--- src/rtl/fifo_pkg.sv ---
// Shared types for the FIFO controller slice.
// Latency: n/a (types only).
// Backpressure: n/a (types only).
package fifo_pkg;

    // Occupancy status; full/empty are decoded straight from this register.
    typedef enum logic [1:0] {
        S_EMPTY   = 2'd0,
        S_PARTIAL = 2'd1,
        S_FULL    = 2'd2
    } fifo_state_e;

endpackage : fifo_pkg

--- src/rtl/fifo_ptr.sv ---
// Wrapping FIFO pointer: low bits address the RAM, MSB is the lap (wrap) bit.
// Latency: ptr updates one cycle after inc/clr is sampled.
// Backpressure: none; the caller only raises inc for accepted transfers.
//
// Ports:
//   wr_clk  - clock
//   reset_n - synchronous active-low reset (ptr -> 0)
//   inc     - advance by one (mod 2**PTR_W)
//   clr     - return to zero; wins over inc
//   ptr     - current pointer value
module fifo_ptr
    import fifo_pkg::*;
#(
    parameter int PTR_W = 4
) (
    input  logic             wr_clk,
    input  logic             reset_n,
    input  logic             inc,
    input  logic             clr,
    output logic [PTR_W-1:0] ptr
);

    always_ff @(posedge wr_clk) begin
        if (!reset_n) begin
            ptr <= '0;
        end else if (clr) begin
            ptr <= '0;
        end else if (inc) begin
            ptr <= ptr + PTR_W'(1);
        end
    end

endmodule : fifo_ptr

--- src/rtl/fifo_ctrl.sv ---
// First-word-fall-through FIFO controller sequencing an external async-read dual-port RAM.
// Latency: accepted push visible on dout / flags the cycle after its edge; pop advances dout next cycle.
// Backpressure: push refused while full unless a pop is accepted the same cycle; pop ignored while empty.
//
// Ports:
//   wr_clk, reset_n          - clock, synchronous active-low reset
//   push/din, pop            - client write request + data, read acknowledge
//   flush, err_clr           - clear pointers/count, clear sticky errors
//   dout                     - head word (ram_read_data), valid while !empty
//   full/empty/almost_*      - status flags; count = occupancy 0..DEPTH
//   overflow/underflow       - sticky error flags
//   ram_*                    - RAM write port, read address, always-on read enable, read data
module fifo_ctrl
    import fifo_pkg::*;
#(
    parameter int DATA_WIDTH = 32,
    parameter int ADDR_WIDTH = 3,
    parameter int AF_LEVEL   = 6,
    parameter int AE_LEVEL   = 2
) (
    input  logic                  wr_clk,
    input  logic                  reset_n,
    input  logic                  push,
    input  logic [DATA_WIDTH-1:0] din,
    input  logic                  pop,
    input  logic                  flush,
    input  logic                  err_clr,
    output logic [DATA_WIDTH-1:0] dout,
    output logic                  full,
    output logic                  empty,
    output logic                  almost_full,
    output logic                  almost_empty,
    output logic [ADDR_WIDTH:0]   count,
    output logic                  overflow,
    output logic                  underflow,
    output logic                  ram_wr_en,
    output logic [ADDR_WIDTH-1:0] ram_write_addr,
    output logic [ADDR_WIDTH-1:0] ram_read_addr,
    output logic [DATA_WIDTH-1:0] ram_write_data,
    output logic                  ram_rd_en,
    input  logic [DATA_WIDTH-1:0] ram_read_data
);

    localparam int PTR_W = ADDR_WIDTH + 1;
    localparam int DEPTH = 2 ** ADDR_WIDTH;

    localparam logic [PTR_W-1:0] CNT_DEPTH = PTR_W'(DEPTH);
    localparam logic [PTR_W-1:0] CNT_ONE   = PTR_W'(1);
    localparam logic [PTR_W-1:0] CNT_AF    = PTR_W'(AF_LEVEL);
    localparam logic [PTR_W-1:0] CNT_AE    = PTR_W'(AE_LEVEL);

    fifo_state_e      state;
    fifo_state_e      state_nxt;
    logic [PTR_W-1:0] wr_ptr;
    logic [PTR_W-1:0] rd_ptr;
    logic [PTR_W-1:0] count_nxt;
    logic             push_ok;
    logic             pop_ok;
    logic             ovf_set;
    logic             unf_set;

    // ------------------------------------------------------------------
    // Acceptance. Pop is resolved first because a full FIFO can take a
    // push only when the head is leaving in the same cycle. No bypass:
    // on an empty FIFO only the push is accepted.
    // ------------------------------------------------------------------
    always_comb begin
        pop_ok  = pop & ~empty;
        push_ok = push & (~full | pop_ok);
        ovf_set = push & full & ~pop;
        unf_set = pop & empty;
    end

    // ------------------------------------------------------------------
    // Pointers
    // ------------------------------------------------------------------
    fifo_ptr #(.PTR_W(PTR_W)) u_wr_ptr (
        .wr_clk  (wr_clk),
        .reset_n (reset_n),
        .inc     (push_ok),
        .clr     (flush),
        .ptr     (wr_ptr)
    );

    fifo_ptr #(.PTR_W(PTR_W)) u_rd_ptr (
        .wr_clk  (wr_clk),
        .reset_n (reset_n),
        .inc     (pop_ok),
        .clr     (flush),
        .ptr     (rd_ptr)
    );

    // ------------------------------------------------------------------
    // RAM side. The write enable is gated by reset_n as well as flush so
    // that nothing lands in the RAM while the controller is being reset,
    // even though state is still unknown before the first reset edge.
    // ------------------------------------------------------------------
    always_comb begin
        ram_wr_en      = push_ok & ~flush & reset_n;
        ram_write_addr = wr_ptr[ADDR_WIDTH-1:0];
        ram_write_data = din;
        ram_read_addr  = rd_ptr[ADDR_WIDTH-1:0];
        ram_rd_en      = 1'b1;
        dout           = ram_read_data;
    end

    // ------------------------------------------------------------------
    // Status FSM: state register
    // ------------------------------------------------------------------
    always_ff @(posedge wr_clk) begin
        if (!reset_n) begin
            state <= S_EMPTY;
        end else begin
            state <= state_nxt;
        end
    end

    // ------------------------------------------------------------------
    // Status FSM: next state (and next count, which drives the same
    // boundary decisions)
    // ------------------------------------------------------------------
    always_comb begin
        state_nxt = state;
        count_nxt = count;

        unique case ({push_ok, pop_ok})
            2'b10:   count_nxt = count + CNT_ONE;
            2'b01:   count_nxt = count - CNT_ONE;
            default: count_nxt = count;
        endcase

        unique case (state)
            S_EMPTY: begin
                if (push_ok) state_nxt = S_PARTIAL;
            end
            S_PARTIAL: begin
                if (push_ok && !pop_ok && count == CNT_DEPTH - CNT_ONE) begin
                    state_nxt = S_FULL;
                end else if (pop_ok && !push_ok && count == CNT_ONE) begin
                    state_nxt = S_EMPTY;
                end
            end
            S_FULL: begin
                if (pop_ok && !push_ok) state_nxt = S_PARTIAL;
            end
            default: state_nxt = S_EMPTY;
        endcase

        if (flush) begin
            state_nxt = S_EMPTY;
            count_nxt = '0;
        end
    end

    // ------------------------------------------------------------------
    // Status FSM: outputs, decoded only from registered state/count
    // ------------------------------------------------------------------
    always_comb begin
        empty        = (state == S_EMPTY);
        full         = (state == S_FULL);
        almost_full  = (count >= CNT_AF);
        almost_empty = (count <= CNT_AE);
    end

    // ------------------------------------------------------------------
    // Occupancy counter
    // ------------------------------------------------------------------
    always_ff @(posedge wr_clk) begin
        if (!reset_n) begin
            count <= '0;
        end else begin
            count <= count_nxt;
        end
    end

    // ------------------------------------------------------------------
    // Sticky errors: a new error in the err_clr cycle keeps the flag set.
    // flush leaves them alone.
    // ------------------------------------------------------------------
    always_ff @(posedge wr_clk) begin
        if (!reset_n) begin
            overflow  <= 1'b0;
            underflow <= 1'b0;
        end else begin
            overflow  <= ovf_set | (overflow & ~err_clr);
            underflow <= unf_set | (underflow & ~err_clr);
        end
    end

    // ------------------------------------------------------------------
    // The FSM-decoded flags and the counter must agree with the pointers.
    // ------------------------------------------------------------------
    logic ptr_empty;
    logic ptr_full;
    always_comb begin
        ptr_empty = (wr_ptr == rd_ptr);
        ptr_full  = (wr_ptr[ADDR_WIDTH-1:0] == rd_ptr[ADDR_WIDTH-1:0]) &&
                    (wr_ptr[ADDR_WIDTH] != rd_ptr[ADDR_WIDTH]);
    end

    a_flags_match_ptrs : assert property (@(posedge wr_clk) disable iff (!reset_n)
        (empty == ptr_empty) && (full == ptr_full));

    a_count_match_ptrs : assert property (@(posedge wr_clk) disable iff (!reset_n)
        (count == PTR_W'(wr_ptr - rd_ptr)) && (count <= CNT_DEPTH));

endmodule : fifo_ctrl

--- config.mk ---
export PLATFORM = sky130hd
export DESIGN_NAME = fifo_ctrl
export DESIGN_NICKNAME = d
export VERILOG_FILES = /design/src/rtl/fifo_pkg.sv /design/src/rtl/fifo_ptr.sv /design/src/rtl/fifo_ctrl.sv
export SDC_FILE = /design/constraint.sdc
export NUM_CORES = 1
export LEC_CHECK = 0
export ABC_CLOCK_PERIOD_IN_PS = 1900
export BUFFER_PORTS_ARGS = -buffer_cell sky130_fd_sc_hd__buf_2
export CORE_MARGIN = 2
export CORE_UTILIZATION = 26
export DETAILED_ROUTE_END_ITERATION = 8
export GPL_TIMING_DRIVEN = 1
export PLACE_DENSITY = 0.71
export SETUP_SLACK_MARGIN = 0.4
export SYNTH_ARGS = -nofsm -noshare
export SYNTH_HDL_FRONTEND = slang
export SYNTH_SLANG_ARGS = --single-unit
--- constraint.sdc ---
create_clock -name wr_clk -period 1.9 [get_ports wr_clk]
set_clock_uncertainty 0.05 [all_clocks]
set_input_delay 0.38 -clock wr_clk [delete_from_list [all_inputs] [get_ports wr_clk]]
set_output_delay 0.38 -clock wr_clk [all_outputs]
set_load 0.03 [all_outputs]
# After elaboration in Yosys (flattened, before gate mapping)
# Cells that the tools add are included.
# totals
register_bits	16
input_bits	70
output_inout_bits	82
elab_cells	55
# op_classes
n_addsub	4
order_cmp	2
eq_ne	9
muxes	6
bitwise	18
reduce_logical	10
# ops
cell	n
4-bit by 1-bit adder with 4-bit output (second input constant)	3
1-bit bitwise AND	9
2-bit 2-to-1 mux	4
4-bit case mux with 2 select lines	1
1-bit NOT	6
2-bit case mux with 3 select lines	1
2-bit by 1-bit equality test with 1-bit output (second input constant)	2
2-bit equality test (second input constant)	2
4-bit by 1-bit equality test with 1-bit output (second input constant)	1
4-bit by 3-bit equality test with 1-bit output (second input constant)	1
4-bit by 3-bit greater-or-equal comparator with 1-bit output (second input constant)	1
4-bit by 2-bit less-or-equal comparator with 1-bit output (second input constant)	1
1-bit logical AND	4
2-bit by 1-bit != test with 1-bit output (second input constant)	2
4-bit by 1-bit subtractor with 4-bit output (second input constant)	1
3-bit != test (second input constant)	1
1-bit bitwise OR	3
3-bit AND reduction	1
1-bit zero test	2
2-bit zero test	1
2-bit nonzero test	1
2-bit OR reduction	1

# Depth between registers and ports, before layout
# depth
depth_word	11
mapped_depth	7
mapped_depth_nobuf	5

# Cells and area by module
# A second synthesis with hierarchy kept.
# hier_totals
cells_unflattened	161
area_unflattened_um2	1382.6
# by_module_without_submodules
mod	instances	cells_per_inst	area_per_inst_um2	seq_area_each_um2
fifo_ctrl	1	127	1019.7	160.2
fifo_ptr	2	17	181.4	80.1

# Worst setup path after synthesis
# No wires, ideal clock.
# synth_path
path_type	register -> output
startpoint	reg count[1]
endpoint	out almost_empty
arrival_ps	1299
setup_slack_ps	171
path_stages_with_launch	2
n_path_buf	0
path_cell_list	dfxtp_1 -> a211oi_1
# synth_via
elab_chain_cells	1
# synth_lines
item	line	rtl
from (decl)	fifo_ctrl.sv:33	output logic [ADDR_WIDTH:0] count,
from (signal assigned)	fifo_ctrl.sv:172	count <= count_nxt;
4-bit by 2-bit less-or-equal comparator with 1-bit output	fifo_ctrl.sv:162	almost_empty = (count <= CNT_AE);
to (decl)	fifo_ctrl.sv:32	output logic almost_empty,
# No other way between the ends.

# Worst setup path in the final report
# layout_path
startpoint	reg state[1]
endpoint	out ram_wr_en
# layout_via
elab_chain_cells	7
elab_cells_between_ends	9
cone_classes	1 x eq/ne; 7 x bitwise; 1 x reduce/logical
# layout_lines
item	line	rtl
from (decl)	fifo_ctrl.sv:52	fifo_state_e state;
from (signal assigned)	fifo_ctrl.sv:114	state <= state_nxt;
2-bit zero test	fifo_ctrl.sv:159	empty = (state == S_EMPTY);
1-bit NOT	fifo_ctrl.sv:68	pop_ok = pop & ~empty;
1-bit bitwise AND	fifo_ctrl.sv:68	
1-bit bitwise OR *	fifo_ctrl.sv:69	push_ok = push & (~full | pop_ok);
1-bit bitwise AND *	fifo_ctrl.sv:69	
1-bit bitwise AND * (2 in a row)	fifo_ctrl.sv:99	ram_wr_en = push_ok & ~flush & reset_n;
to (decl)	fifo_ctrl.sv:36	output logic ram_wr_en,
# Mark *: on every way between the ends. The rest lies on a longest branch, timed or not.

==> flow_metrics.py <==
metrics = {
    "critical_path": {
        "critPathRequiredTime_ns": 1.47,
        "arrival_ns": 1.23,
        "path_max_fanout": 3,
        "worstSetupEndpointType": "primary output",
        "regToRegSetupSlack_ns": 0.34,
        "worstPathCellList": "or2b_4 -> o21ai_4 -> nor2_2 -> buf_6",
        "worst_setup_path_start_kind": "register",
        "path_class": "register to primary output",
        "slowest_stage": "dfxtp_4",
        "cp_slowest_stage_delay_ns": 0.36,
    },
    "sta": {
        "fin_tns_setup_ns": 0,
        "final_hold_viol_count": 0,
        "timing.final.crit_share_pct": 87.2,
        "hold_ws_ns": 0.334,
        "setup_viol": 0,
        "slew_viol_final": 0,
        "rsz0062_at_grt": "true",
        "timing.final.crit_period_ns": 1.66,
        "fin_ws_ns": 0.242,
        "max_freq_ghz": 0.603,
    },
    "synth": {
        "synth_top_area_cell": "buf_4",
        "syn_inst": 161,
        "yosysTopAreaCellShare_pct": 37.0,
        "syn_nets": 237,
        "synth_edf_count": 0,
        "syn_area_um2": 1340,
        "seq_area_frac_synth_pct": 21.0,
        "ys_top_cells_by_count": "buf_4, dfxtp_1, nor2_1, ha_1, xor2_1",
        "syn_avg_cell_area_um2": 8.31,
        "synth.yosys.warnings": 0,
        "yosysMostFrequentCell": "buf_4",
        "synth_seq_cells": 14,
        "ys.flop_type": "dfxtp_1",
        "synthTopCellsByArea": "buf_4, dfxtp_1, ha_1, xor2_1, nor2_1",
        "ys_async_sr_fraction_pct": 0,
        "synth_cell_types": 36,
    },
    "die": {
        "die-area_um2": 5730,
        "rows": 26,
        "initial_utilization_pct": 26.5,
        "die_y_um": 75.7,
        "core_area_um2": 5040,
        "fp.dieW_um": 75.7,
        "pin_count": 152,
    },
    "power_and_ir_drop": {
        "peakVddDrop_v": 0.000176,
        "p_total_uw": 744,
        "p_per_area_nw_per_um2": 554,
        "p_leak_nw": 0.575,
    },
    "drt": {
        "avgRoutedWirePerCell_um": 13.6,
        "drc": 0,
        "drt_iter0_drc": 52,
        "drt_first_pass_iters": 4,
        "via_per_inst": 4.11,
        "totalWireLength_um": 2780,
        "vias": 843,
        "drt.antenna.violating_nets": 0,
    },
    "placed_design": {
        "place.gp.congestion": 0.831,
        "hpwl_um": 1800,
        "dp_cells": 183,
        "placed_cell_area_um2": 1020,
        "dp_slack_ns": 0.159,
        "io_buffers": 22,
    },
    "clock_network": {
        "clock_latency_ns": 0.25,
        "clkSinkCount": 14,
        "cts_tree": "built",
        "cts_hold_buf": 0,
        "cts_buffer_depth": 2,
        "numCtsBuffers": 3,
        "h-tree-depth": 1,
        "clk_pin_slew_worst_paths_ns": 0.06,
        "cts-root-buf": "clkbuf_8",
    },
    "final_layout": {
        "area_delta_synth_final_pct": 0.468,
        "fill_cells": 530,
        "layout-drive-gt1-share_pct": 53.3,
        "fin_nets": 212,
        "final_util_pct": 26.7,
        "layout.cells.non_filler": 205,
        "final_area_um2": 1340,
        "antenna_cells": 0,
    },
    "grt": {
        "grt_pass1_wl_um": 4080,
        "antenna_found_initial": 0,
        "grt_overflow": 0,
        "grt_max_degree": 14,
        "first_global_vias": 885,
        "grt_usage_pct": 9.77,
    },
    "hold_path": {
        "min_path_type": "input port to register",
    },
    "run_status": {
        "status": "finished clean",
    },
    "job": {
        "max_cap_viol_count": 0,
    },
}
## worst paths after layout
check                  startpoint         endpoint  cells past startpoint
setup / recovery         state[1]        ram_wr_en                      4
hold / removal            reset_n        underflow                      2
setup reg to reg         state[1]         count[3]                      6
hold reg to reg   u_rd_ptr.ptr[1]  u_rd_ptr.ptr[1]                      2
## flip-flops by register name (all words and copies together) (netlist names)
register and count:
overflow 1, u_rd_ptr.ptr 3, u_wr_ptr.ptr 3, underflow 1
state 2, count 4
## layout by cell type, fill, tap and decap left out, types with 4 or more instances in the layout
| master | synthesis | layout |
|---|---|---|
| buf_4 | 66 | 18 |
| buf_2 | 0 | 17 |
| nor2_1 | 13 | 12 |
| dfxtp_1 | 14 | 10 |
| xor2_1 | 6 | 6 |
| buf_6 | 3 | 5 |
| a21oi_1 | 4 | 4 |
| nor2b_1 | 5 | 4 |
| ha_1 | 6 | 4 |
| clkbuf_8 | 1 | 4 |
| dfxtp_4 | 0 | 4 |
## worst max-delay path: cells and delay by family, from the launching register on
family,cells,cell delay [ns]
flip-flops,1,0.36
buffers and inverters,1,0.13
AND/OR/NAND/NOR,2,0.34
AO/OA/AOI/OAI,1,0.14
## where the power goes
part	internal [mW]	switching, mW	total (mW)	leakage [nW]
Combinational	0.0598	0.0788	0.139	0.429
Clock	0.184	0.116	0.300	0.0288
Sequential	0.297	0.00796	0.305	0.117
## layer usage
layer	track usage, %	wire length, um	up-vias	part of all wire (%)
met5	0	0	-	0
met3	3.70	245	27	8.8
met2	15.8	1350	29	49
met1	9.34	1010	388	36
li1	-	-	399	-
met4	9.55	172	0	6.2
## cell families (layout without fill, tap and decap cells)
family          after synthesis  after routing  synth area share [%]
buf+inv                      77             51                  42.9
fa+ha+maj                     6              6                  5.61
simple gates                 35             35                  13.1
flops                        14             14                  21.0
xor+xnor                      7              7                  4.58
compound gates               17             17                  9.45
mux                           4              4                  3.09
other cells                   1              1                 0.280
## area by class of cell
class	instances	area, um2	area share (%)
Clock buffer	4	55.1	4.10
Tap cell	70	87.6	6.52
Timing Repair Buffer	41	292	21.7
Multi-Input combinational cell	70	574	42.7
Sequential cell	14	295	22.0
Inverter	6	40.0	2.98
## repair_timing
action,CTS,global route
setup endpoints to repair,7,10
pin swaps,6,6
setup buffers,14,4
cloned,0,0
gates resized for setup,25,13
(Power assumes the default switching activity.)
